===== config.mk =====
export PLATFORM = sky130hd
export DESIGN_NAME = emu_reset_tracker
export DESIGN_NICKNAME = d
export VERILOG_FILES = /design/src/rtl/emu_reset_pkg.sv /design/src/rtl/emu_reset_evt_fifo.sv /design/src/rtl/emu_reset_tracker.sv
export SDC_FILE = /design/constraint.sdc
export NUM_CORES = 1
export LEC_CHECK = 0
export BUFFER_PORTS_ARGS = -buffer_cell sky130_fd_sc_hd__buf_2
export CORE_MARGIN = 5
export CORE_UTILIZATION = 59
export CTS_CLUSTER_SIZE = 40
export DETAILED_ROUTE_END_ITERATION = 6
export HOLD_SLACK_MARGIN = 0.15
export PLACE_DENSITY_LB_ADDON = 0.08
export SLEW_MARGIN = 20
export SYNTH_ARGS = -nofsm -noshare
export SYNTH_HDL_FRONTEND = slang
export SYNTH_HIERARCHICAL = 1
export SYNTH_SLANG_ARGS = --single-unit

===== constraint.sdc =====
create_clock -name clk -period 14.05 [get_ports clk]
set_clock_uncertainty 0.1 [all_clocks]
set_input_delay 2.81 -clock clk [delete_from_list [all_inputs] [get_ports clk]]
set_output_delay 2.81 -clock clk [all_outputs]
set_load 0.01 [all_outputs]

===== src/rtl/emu_reset_pkg.sv =====
// emu_reset_pkg: shared constants and event type for the emulated-reset tracker
package emu_reset_pkg;
    localparam int EMU_RESET_CYCLE_WIDTH = 64;
    typedef struct packed {
        logic [EMU_RESET_CYCLE_WIDTH-1:0] cycle;
        logic                             level;
    } emu_reset_evt_t;
endpackage


===== src/rtl/emu_reset_evt_fifo.sv =====
// emu_reset_evt_fifo: first-word-fall-through event FIFO with wrap-bit pointers
module emu_reset_evt_fifo
    import emu_reset_pkg::*;
#(
    parameter int DEPTH = 4
) (
    input  logic           clk,
    input  logic           rst,
    input  logic           push,
    input  emu_reset_evt_t push_data,
    input  logic           pop,
    output logic           head_valid,
    output emu_reset_evt_t head_data,
    output logic           full
);
    localparam int AW = $clog2(DEPTH);
    logic [AW:0] wr, rd;
    logic do_push, do_pop;
    emu_reset_evt_t mem [DEPTH];
    assign head_valid = wr != rd;
    assign full = (wr[AW] != rd[AW]) && (wr[AW-1:0] == rd[AW-1:0]);
    assign do_pop = pop && head_valid;
    // A pop in the same cycle frees the slot, so a full FIFO still accepts the push
    assign do_push = push && (!full || do_pop);
    assign head_data = mem[rd[AW-1:0]];
    always_ff @(posedge clk) begin
        if (rst) begin
            wr <= '0;
            rd <= '0;
        end else begin
            if (do_push) wr <= wr + (AW+1)'(1);
            if (do_pop) rd <= rd + (AW+1)'(1);
        end
    end
    always_ff @(posedge clk) begin
        if (do_push && !rst) mem[wr[AW-1:0]] <= push_data;
    end
endmodule


===== src/rtl/emu_reset_tracker.sv =====
// emu_reset_tracker: timestamps level changes of an emulated reset into an event FIFO
module emu_reset_tracker
    import emu_reset_pkg::*;
#(
    parameter int CYCLE_WIDTH = 64,
    parameter int DEPTH       = 4
) (
    input  logic                   clk,
    input  logic                   rst,
    input  logic                   run,
    input  logic                   target_reset,
    output logic [CYCLE_WIDTH-1:0] cycle,
    output logic                   evt_valid,
    input  logic                   evt_ready,
    output logic [CYCLE_WIDTH-1:0] evt_cycle,
    output logic                   evt_level,
    output logic                   overflow
);
    logic prev_level, edge_det, full, pop;
    emu_reset_evt_t push_data, head_data;
    assign edge_det = run && (target_reset != prev_level);
    assign pop = evt_valid && evt_ready;
    assign push_data = '{cycle: EMU_RESET_CYCLE_WIDTH'(cycle), level: target_reset};
    assign evt_cycle = head_data.cycle[CYCLE_WIDTH-1:0];
    assign evt_level = head_data.level;
    emu_reset_evt_fifo #(.DEPTH(DEPTH)) u_fifo (
        .clk       (clk),
        .rst       (rst),
        .push      (edge_det),
        .push_data (push_data),
        .pop       (pop),
        .head_valid(evt_valid),
        .head_data (head_data),
        .full      (full)
    );
    // The emulated design comes up in reset, so prev_level starts high
    always_ff @(posedge clk) begin
        if (rst) begin
            cycle      <= '0;
            prev_level <= 1'b1;
            overflow   <= 1'b0;
        end else begin
            if (run) begin
                cycle      <= cycle + CYCLE_WIDTH'(1);
                prev_level <= target_reset;
            end
            if (edge_det && full && !pop) overflow <= 1'b1;
        end
    end
endmodule


==> results of run 1 <==
state kept, by name (all words and copies together) (netlist names), named ones only:
signal and count:
cycle 64, u_fifo/rd 3, prev_level 1, u_fifo/wr 3
u_fifo/mem 260, overflow 1
synthesized netlist by cell type, drive strengths merged:
| cell type | count | area [um2] |
|---|---|---|
| nor4bb | 1 | 10.01 |
| a21oi | 23 | 115.1 |
| nor2b | 7 | 43.79 |
| mux4 | 65 | 1464 |
| a31oi | 2 | 18.77 |
| ha | 6 | 75.07 |
| nand3 | 20 | 100.1 |
| nand4 | 26 | 183.9 |
| and2 | 3 | 18.77 |
| mux2 | 6 | 71.31 |
| xnor2 | 33 | 289.0 |
| nor4b | 1 | 15.01 |
| or4 | 7 | 56.30 |
| xor2 | 12 | 105.1 |
| and4 | 10 | 87.58 |
| mux2i | 3 | 30.03 |
| clkbuf | 15 | 56.30 |
| a41oi | 2 | 25.03 |
| dfxtp | 74 | 1481 |
| o311ai | 1 | 8.760 |
| o21ai | 19 | 95.09 |
| or2 | 1 | 6.260 |
| buf | 16 | 90.09 |
| a211o | 2 | 17.52 |
| nor3 | 17 | 85.08 |
| nor2 | 50 | 187.7 |
| edfxtp | 260 | 7807 |
| or3 | 21 | 131.4 |
| nor4 | 13 | 96.34 |
| and3 | 7 | 43.79 |
| nand4b | 1 | 8.760 |
| o41ai | 1 | 16.27 |
| o31ai | 5 | 37.54 |
| inv | 19 | 71.32 |
| nand2 | 30 | 112.6 |
final cells by class:
type / count / area share (%)
clock buffers: 48 / 6.127
clock inverters: 16 / 0.7877
inverters: 19 / 0.4726
multi-input cells: 395 / 23.71
flip-flops and latches: 334 / 61.60
well taps: 280 / 2.322
repair buffers: 145 / 4.975
stage by stage:
step                setup slack (ns)  hold WS, ns  cell area, um2
floorplan                      5.685       0.4025           13060
global placement               8.569       0.3904           14050
detailed placement             8.489       0.3864           14050
CTS                            8.245       0.4036           15090
global route                   8.116       0.4402           15090
finish                         8.377       0.4001           15090
metal layers:
layer / part of all wire (%) / GRT usage [%] / vias to the layer above
met3: 6.0 / 4.510 / 51
met2: 50 / 35.05 / 235
li1: - / - / 3382
met4: 2.0 / 6.492 / 0
met5: 0 / 0 / -
met1: 42 / 27.70 / 3704
power breakdown:
part           internal, uW  switching (uW)
combinational          38.7            46.4
sequential             1070            9.27
clock                   484             358
total                  1590             414
cells by family after synthesis:
group | after synthesis
flip-flops | 334
AND/OR/NAND/NOR | 215
multiplexers | 74
AO/OA/AOI/OAI | 55
buffers and inverters | 50
XOR/XNOR | 45
adder cells (fa/ha/maj) | 6
how the worst max path moves through the flow:
stage          from                 to  cells past startpoint
2_1_floorplan   run   u_fifo/mem[0][0]                      4
3_3_place_gp    rst  u_fifo/mem[3][28]                      6
3_5_place_dp    rst  u_fifo/mem[3][28]                      6
4_1_cts        flop      evt_cycle[57]                      3
5_1_grt        flop       evt_cycle[5]                      3
6_report       flop       evt_cycle[4]                      3
tightest hold or removal path, delay by kind of cell, from the launching register on:
kind,cells,cell delay (ns)
simple gates,1,0.07
flops,1,0.35
compound gates,1,0.05
==> flow_summary_export.csv, run 1 <==
group,metric,value,unit
synth,synth-seq-area-share,71.11,%
place,io_buffers,135,
clock_network,post_cts_resized,0,
detailed_routing,wl,26.34,mm
power,p_leak,0.005176,uW
synth,yosys.area_share.simple,9.090,%
grt,antenna_found_initial,0,
setup_path,rr_worst_depth,7,
clock_network,clk_pin_slew,0.06,ns
cells_and_area,layout_common_cells,"260 x edfxtp_1, 135 x buf_2, 72 x dfxtp_1",
clock_network,cts_tree,"yes",
timing,finalHoldViolations,0,
grt,grt_pass1_vias,7646,
place,place_congestion,0.8311,
hold_path,hold_start,"overflow",
setup_path,crit_chain,"buf_4, mux4_2, buf_2",
setup_path,arrival,2.76,ns
setup_path,crit_path_top_delay_cell,"buf_4",
setup_path,r2r_start,"u_fifo/wr[0]",
synth,syn_avg_cell_area,16.77,um2
floorplan,core,21820,um2
cells_and_area,post-route-util,69.15,%
detailed_routing,drc,0,
floorplan,die_x,158.8,um
synth,synth_cells,779,
synth,synth_top_family_by_area,"multiplexers",
timing,tightest_slew,1.007,ns
setup_path,worst_setup_path_start_kind,"flop",
place,hpwl,16.08,mm
clock_network,clock_sinks,334,
setup_path,r2r_end,"u_fifo/mem[3][16]",
grt,grt_pass1_wl,42.39,mm
synth,synth_mux_area_share,11.98,%
cells_and_area,layout.cells.non_filler,1237,
setup_path,critical_path.top_delay_family,"buffers and inverters",
synth,synth.distinct_cells,45,
timing,finalCritPeriodShare,40.38,%
setup_path,cp-end-kind,"primary output",
clock_network,ctsHtreeMaxLevel,2,
setup_path,cp_num_buf_inv,2,
clock_network,hold_buffers,0,
synth,synth_fa_ha_area_share,0.5747,%
clock_network,postCtsSetupBuffers,0,
place,place_inst,1173,
floorplan,rows,54,
setup_path,ff2ff_setup_slack,10.86,ns
floorplan,ioPinCount,136,
hold_path,whs_endpoint,"overflow",
power,power,2003,uW
status,status,"finished clean",
cells_and_area,drive_gt1_share,29.05,%
cells_and_area,antenna_cells,0,
cells_and_area,register_area,9296,um2
clock_network,insertion_delay,0.52,ns
detailed_routing,wire_per_inst,21.29,um
detailed_routing,avgViaCountPerCell,5.960,
setup_path,cp_data_required_time,11.14,ns
synth,synth-seq-cells,334,
synth,synth_compound_area_share,2.557,%
timing,slew_viol_final,0,
setup_path,cpPeakStageDelay,0.76,ns
synth,synthesis.nets,790,
timing,finalSetupViolations,0,
power,ir_worst_vdd,108.0,uV
synth,synth_xor_area_share,3.017,%
hold_path,worst_hold_path_type,"flop to flop",
grt,grt_max_degree,79,
cells_and_area,nFillCells,1470,
hold_path,hold-path-cell-count,2,
floorplan,initial_core_util,59.86,%
detailed_routing,drt_pass1_iterations,5,
synth,netlist_area,13060,um2
grt,grt-ovfl-total,0,
clock_network,clock_path_buffers,3,
cells_and_area,final_common_cell,"edfxtp_1",
cells_and_area,nets,941,
setup_path,critical_path_class,"flop to primary output",
grt,gr-usage-all-layers,20.90,%
detailed_routing,ant_nets,0,
detailed_routing,via_count,7372,
clock_network,cts_made_buffers,35,
clock_network,root_buffer,"clkbuf_16",
cells_and_area,multi_input_comb_area,3578,um2
synth,ys_warn_count,6,
timing,fin_setup_tns,0,ns
timing,rsz0062_at_grt,"no",
floorplan,die-area,25220,um2
floorplan,die_h,158.8,um
timing,max_freq,176.3,MHz
timing,min_period,5.673,ns
cells_and_area,area_growth,15.53,%
timing,relSlewSlack,32.90,%
run,max-cap-violations,0,
setup_path,cp_max_fo,41,
power,power_per_cell_area,132.7,nW/um2
detailed_routing,drt-initial-drc-count,675,
Note: power is estimated with default switching activity, not from simulation.
==> inputs of run 2 (changes only) <==
- CORE_UTILIZATION: 59 -> 58
- clock period: 14.05 -> 5.58 ns (I/O delays scaled with it)
==> run 2 against run 1 <==
  * Highest routed layer unchanged
  * Combinational power rose to 2.5 times the previous value
  * Die area rose by 1.6%
  * Global-route usage fell by 0.075 points
  * Critical path depth did not move
  * Sequential cell count did not move
  * Sequential power rose to 2.5 times the previous value
  * Core utilization fell by 1.2 points
  * Via count rose by 1.5%
  * Worst hold slack improved by 0.011 ns
  * Sequential share of layout area fell by 0.66 points
==> flow_summary_export.csv, run 2 (same netlist as run 1, synthesis figures left out) <==
group,metric,value,unit
setup_path,cp_data_required_time,4.36,ns
timing,relSlewSlack,33.59,%
floorplan,initial_core_util,58.23,%
detailed_routing,drt-initial-drc-count,697,
timing,min_period,3.763,ns
place,place_inst,1178,
detailed_routing,via_count,7483,
grt,antenna_found_initial,0,
status,status,"finished clean",
setup_path,r2r_start,"u_fifo/wr[1]",
grt,grt_max_degree,78,
clock_network,clock_path_buffers,3,
clock_network,root_buffer,"clkbuf_16",
clock_network,cts_tree,"yes",
clock_network,post_cts_resized,0,
detailed_routing,avgViaCountPerCell,6.030,
clock_network,clk_pin_slew,0.05,ns
power,p_leak,0.005252,uW
cells_and_area,final_common_cell,"edfxtp_1",
place,hpwl,16.33,mm
power,power_per_cell_area,346.4,nW/um2
power,ir_worst_vdd,281.7,uV
cells_and_area,layout_common_cells,"260 x edfxtp_1, 135 x buf_2, 72 x dfxtp_1",
timing,tightest_slew,0.9962,ns
floorplan,ioPinCount,136,
timing,whs,0.4110,ns
clock_network,clock_sinks,334,
clock_network,insertion_delay,0.51,ns
hold_path,worst_hold_path_type,"flop to flop",
clock_network,postCtsSetupBuffers,0,
floorplan,die_x,160.1,um
timing,finalHoldViolations,0,
cells_and_area,nets,941,
floorplan,die-area,25620,um2
cells_and_area,drive_gt1_share,29.29,%
grt,grt_pass1_vias,7613,
floorplan,rows,55,
grt,grt-ovfl-total,0,
detailed_routing,drc,0,
clock_network,cts_made_buffers,35,
floorplan,core,22430,um2
detailed_routing,drt_pass1_iterations,5,
place,io_buffers,135,
grt,grt_pass1_wl,42.59,mm
floorplan,die_h,160.1,um
hold_path,hold_start,"overflow",
setup_path,cp_max_fo,30,
cells_and_area,design_area,15250,um2
clock_network,ctsHtreeMaxLevel,2,
detailed_routing,wire_per_inst,21.23,um
place,place_congestion,0.7953,
place,post_dp_cell_area,14060,um2
setup_path,worst_setup_path_start_kind,"flop",
detailed_routing,ant_nets,0,
timing,max_freq,265.7,MHz
setup_path,cp-end-kind,"primary output",
clock_network,hold_buffers,0,
detailed_routing,wl,26.34,mm
cells_and_area,area_growth,16.78,%
setup_path,critical_path_class,"flop to primary output",
run,max-cap-violations,0,
timing,slew_viol_final,0,
cells_and_area,layout.cells.non_filler,1241,
timing,finalCritPeriodShare,67.45,%
cells_and_area,largest_reg_flops,260,
setup_path,arrival,2.55,ns
timing,rsz0062_at_grt,"no",
timing,finalSetupViolations,0,
cells_and_area,antenna_cells,0,
grt,gr-usage-all-layers,20.82,%
## run 2: cell count changes in the layout (fill, tap and decap cells not counted)
cell / before / now
clkbuf_1: 13 / 8
clkbuf_8: 0 / 4
inv_6: 4 / 0
bufinv_16: 1 / 4
clkbuf_16: 35 / 38
clkinv_2: 7 / 4
clkinv_1: 3 / 5
clkinvlp_4: 1 / 0
nor3_2: 3 / 2
nor3_4: 0 / 1
## run 2: critical path, cell delays in order, from the launching register on
cell and delay [ns]:
dfxtp_4 0.78, buf_4 0.50, mux4_2 0.58, buf_2 0.16
## run 2: where the power goes
group	switching, uW	total (uW)	leakage [uW]	internal [uW]
sequential	25.1	2710	0.00299	2690
combinational	116	214	0.00167	97.5
clock	885	2360	0.000586	1470
total	1030	5280	0.00525	4260
## run 2: path summary, 6_finish.rpt
kind	endpoint	cells after the start	slack (ns)
min	overflow	2	0.41
max reg2reg	u_fifo/mem[3][43]	7	2.39
max	evt_cycle[30]	3	1.82
min reg2reg	overflow	2	0.41
## run 2: through the flow
step	power [uW]	worst slack (ns)	setup TNS (ns)	util, %
finish	5285	1.817	0	68.00
global route	5471	1.600	0	68.00
CTS	5344	1.704	0	68.00
detailed placement	2983	2.020	0	62.67
global placement	2976	2.080	0	62.67
floorplan	2906	-1.090	-141.72	-
## run 2: metal layers
layer | track usage, % | vias to the layer above | part of all wire, %
met5 | 0 | - | 0
li1 | - | 3365 | -
met2 | 33.45 | 248 | 48
met3 | 3.948 | 45 | 5.9
met1 | 29.89 | 3825 | 44
met4 | 5.475 | 0 | 1.9
## run 2: final cells by class
| type | instances | area (um2) |
|---|---|---|
| multi-input combinational | 395 | 3585 |
| tap | 285 | 356.6 |
| clock inverter | 13 | 158.9 |
| clock buffer | 50 | 1036 |
| inverter | 19 | 71.32 |
| timing repair buffer | 145 | 750.7 |
| sequential | 334 | 9296 |
| fill | 1509 | 7179 |
==> inputs of run 3 (changes only) <==
- CORE_UTILIZATION: 58 -> 53
- clock period: 5.58 -> 3.1 ns (I/O delays scaled with it)
==> run 3 against run 2 <==
  * First-iteration DRC count decreased by 8.5%
  * Total power increased by 72%
  * Setup slack got worse by 1.5 ns
  * Register-to-register slack got worse by 2.1 ns
  * Clock-buffer cell count decreased by 6
  * Combinational power increased by 98%
  * Largest power group unchanged
  * Cell area increased by 0.87%
  * Worst hold slack got worse by 0.10 ns
  * Sequential share of layout area decreased by 0.51 points
  * Highest routed layer unchanged
  * Via count decreased by 1.1%
  * Cell count increased by 4.3%
  * Die area increased by 8.8%
==> flow_summary_export.csv, run 3 (same netlist as run 1, synthesis figures left out) <==
group,metric,value,unit
cells_and_area,antenna_cells,0,
detailed_routing,drc,0,
power,ir_worst_vdd,494.1,uV
status,status,"finished clean",
setup_path,crit_chain,"nand4_2, nor4_4, nand4_1, or3_1, a21oi_1",
clock_network,clock_sinks,334,
setup_path,critPathCapture,"cycle[58]",
setup_path,cp-end-kind,"flop",
timing,fin_setup_tns,0,ns
power,p_seq_share,53.7,%
timing,finalCritPeriodShare,90.32,%
detailed_routing,ant_nets,0,
timing,max_freq,357.1,MHz
clock_network,root_buffer,"clkbuf_16",
floorplan,core,24320,um2
cells_and_area,nets,957,
power,p_leak,0.005297,uW
floorplan,die_x,167.0,um
clock_network,cts_made_buffers,35,
grt,grt_pass1_vias,7571,
timing,finalSetupViolations,0,
setup_path,cpPeakStageDelay,0.67,ns
setup_path,cp_max_fo,11,
detailed_routing,drt-initial-drc-count,638,
grt,grt-ovfl-total,0,
setup_path,cp_data_required_time,3.42,ns
clock_network,insertion_delay,0.51,ns
hold_path,worst_hold_path_type,"input pin to flop",
grt,grt_max_degree,78,
setup_path,arrival,3.12,ns
cells_and_area,layout.cells.non_filler,1294,
detailed_routing,wire_per_inst,21.07,um
grt,antenna_found_initial,0,
setup_path,critical_path_class,"flop to flop",
detailed_routing,wl,27.26,mm
setup_path,ff2ff_setup_slack,0.30,ns
floorplan,die_h,167.0,um
cells_and_area,layout_common_cells,"260 x edfxtp_1, 135 x buf_2, 68 x dfxtp_1",
timing,fin_ws,0.3000,ns
cells_and_area,nFillCells,1798,
clock_network,post_cts_resized,0,
clock_network,clock_path_buffers,3,
power,switching_share,20.54,%
grt,grt_pass1_wl,43.05,mm
place,io_buffers,135,
timing,tightest_slew,0.8200,ns
power,power,9073,uW
power,comb_power_share,4.7,%
floorplan,initial_core_util,53.71,%
cells_and_area,drive_gt1_share,31.44,%
timing,finalHoldViolations,0,
power,clkPwrFrac,41.7,%
power,power.switching,1864,uW
clock_network,ctsHtreeMaxLevel,2,
detailed_routing,via_count,7401,
power,p_int,7209,uW
setup_path,r2r_end,"cycle[58]",
power,power_per_cell_area,589.6,nW/um2
cells_and_area,final_common_cell,"edfxtp_1",
floorplan,die-area,27890,um2
place,pre_cts_slack,0.3471,ns
floorplan,rows,57,
detailed_routing,drt_pass1_iterations,5,
clock_network,clk_pin_slew,0.06,ns
timing,min_period,2.800,ns
place,hpwl,16.80,mm
setup_path,crit_path_top_delay_cell,"nor4_4",
detailed_routing,avgViaCountPerCell,5.719,
cells_and_area,largest_reg_flops,260,
timing,whs,0.3112,ns
cells_and_area,area_growth,17.80,%
clock_network,postCtsSetupBuffers,0,
timing,slew_viol_final,0,
run,max-cap-violations,0,
floorplan,ioPinCount,136,
setup_path,worst_setup_path_start_kind,"flop",
clock_network,hold_buffers,0,
timing,rsz0062_at_grt,"no",
setup_path,rr_worst_depth,5,
place,place_congestion,0.7773,
grt,gr-usage-all-layers,19.36,%
setup_path,cp-startpoint,"cycle[14]",
place,place_inst,1233,
clock_network,cts_tree,"yes",
timing,relSlewSlack,45.33,%
setup_path,r2r_start,"cycle[14]",
hold_path,hold-path-cell-count,1,
## run 3: changes by cell type in the layout (fill, tap and decap cells not counted), moves of 4 or more
cell     before  now
dfxtp_2       0    5
dfxtp_1      72   68
buf_4        10   21
buf_12        0    5
## run 3: worst min path at each step
| stage | to | from |
|---|---|---|
| 4_1_cts | u_fifo/mem[0][0] | target_reset |
| 5_1_grt | u_fifo/mem[0][0] | target_reset |
| 3_3_place_gp | overflow | overflow |
| 2_1_floorplan | u_fifo/wr[1] | u_fifo/wr[1] |
| 3_5_place_dp | overflow | overflow |
| 6_report | u_fifo/mem[1][0] | target_reset |
## run 3: power groups by stage
stage	combinational [uW]	clock (uW)	sequential, uW
after detailed placement	432	0	4960
after CTS	435	3870	4870
after global routing	461	4060	4870
after floorplan	295	0	4950
final	423	3780	4870
after global placement	427	0	4960
## run 3: final cells by class
type	instances	area, um2	area share (%)
Inverter	19	81.33	0.5285
Timing Repair Buffer	161	933.4	6.066
Clock buffer	44	919.6	5.977
Clock inverter	17	110.1	0.7156
Sequential cell	334	9299	60.43
Tap cell	324	405.4	2.635
Multi-Input combinational cell	395	3638	23.65
## run 3: metrics by stage
stage                     area (um2)  util (%)
after floorplan                13180         -
after global placement         14360     59.04
after detailed placement       14360     59.04
after CTS                      15390     63.27
after global routing           15390     63.27
final                          15390     63.27
## run 3: metal layers
metal	vias to the layer above	GRT usage (%)	share of wire, %
met3	43	3.532	5.8
li1	3401	-	-
met4	0	4.945	1.9
met1	3762	27.55	44
met5	-	0	0
met2	195	31.42	48
## run 3: critical path: cells and delay by family (launching register included)
kind | cells | cell delay (ns)
AOI/OAI and AO/OA | 1 | 0.13
DFF | 1 | 0.49
and+or+nand+nor | 4 | 1.98
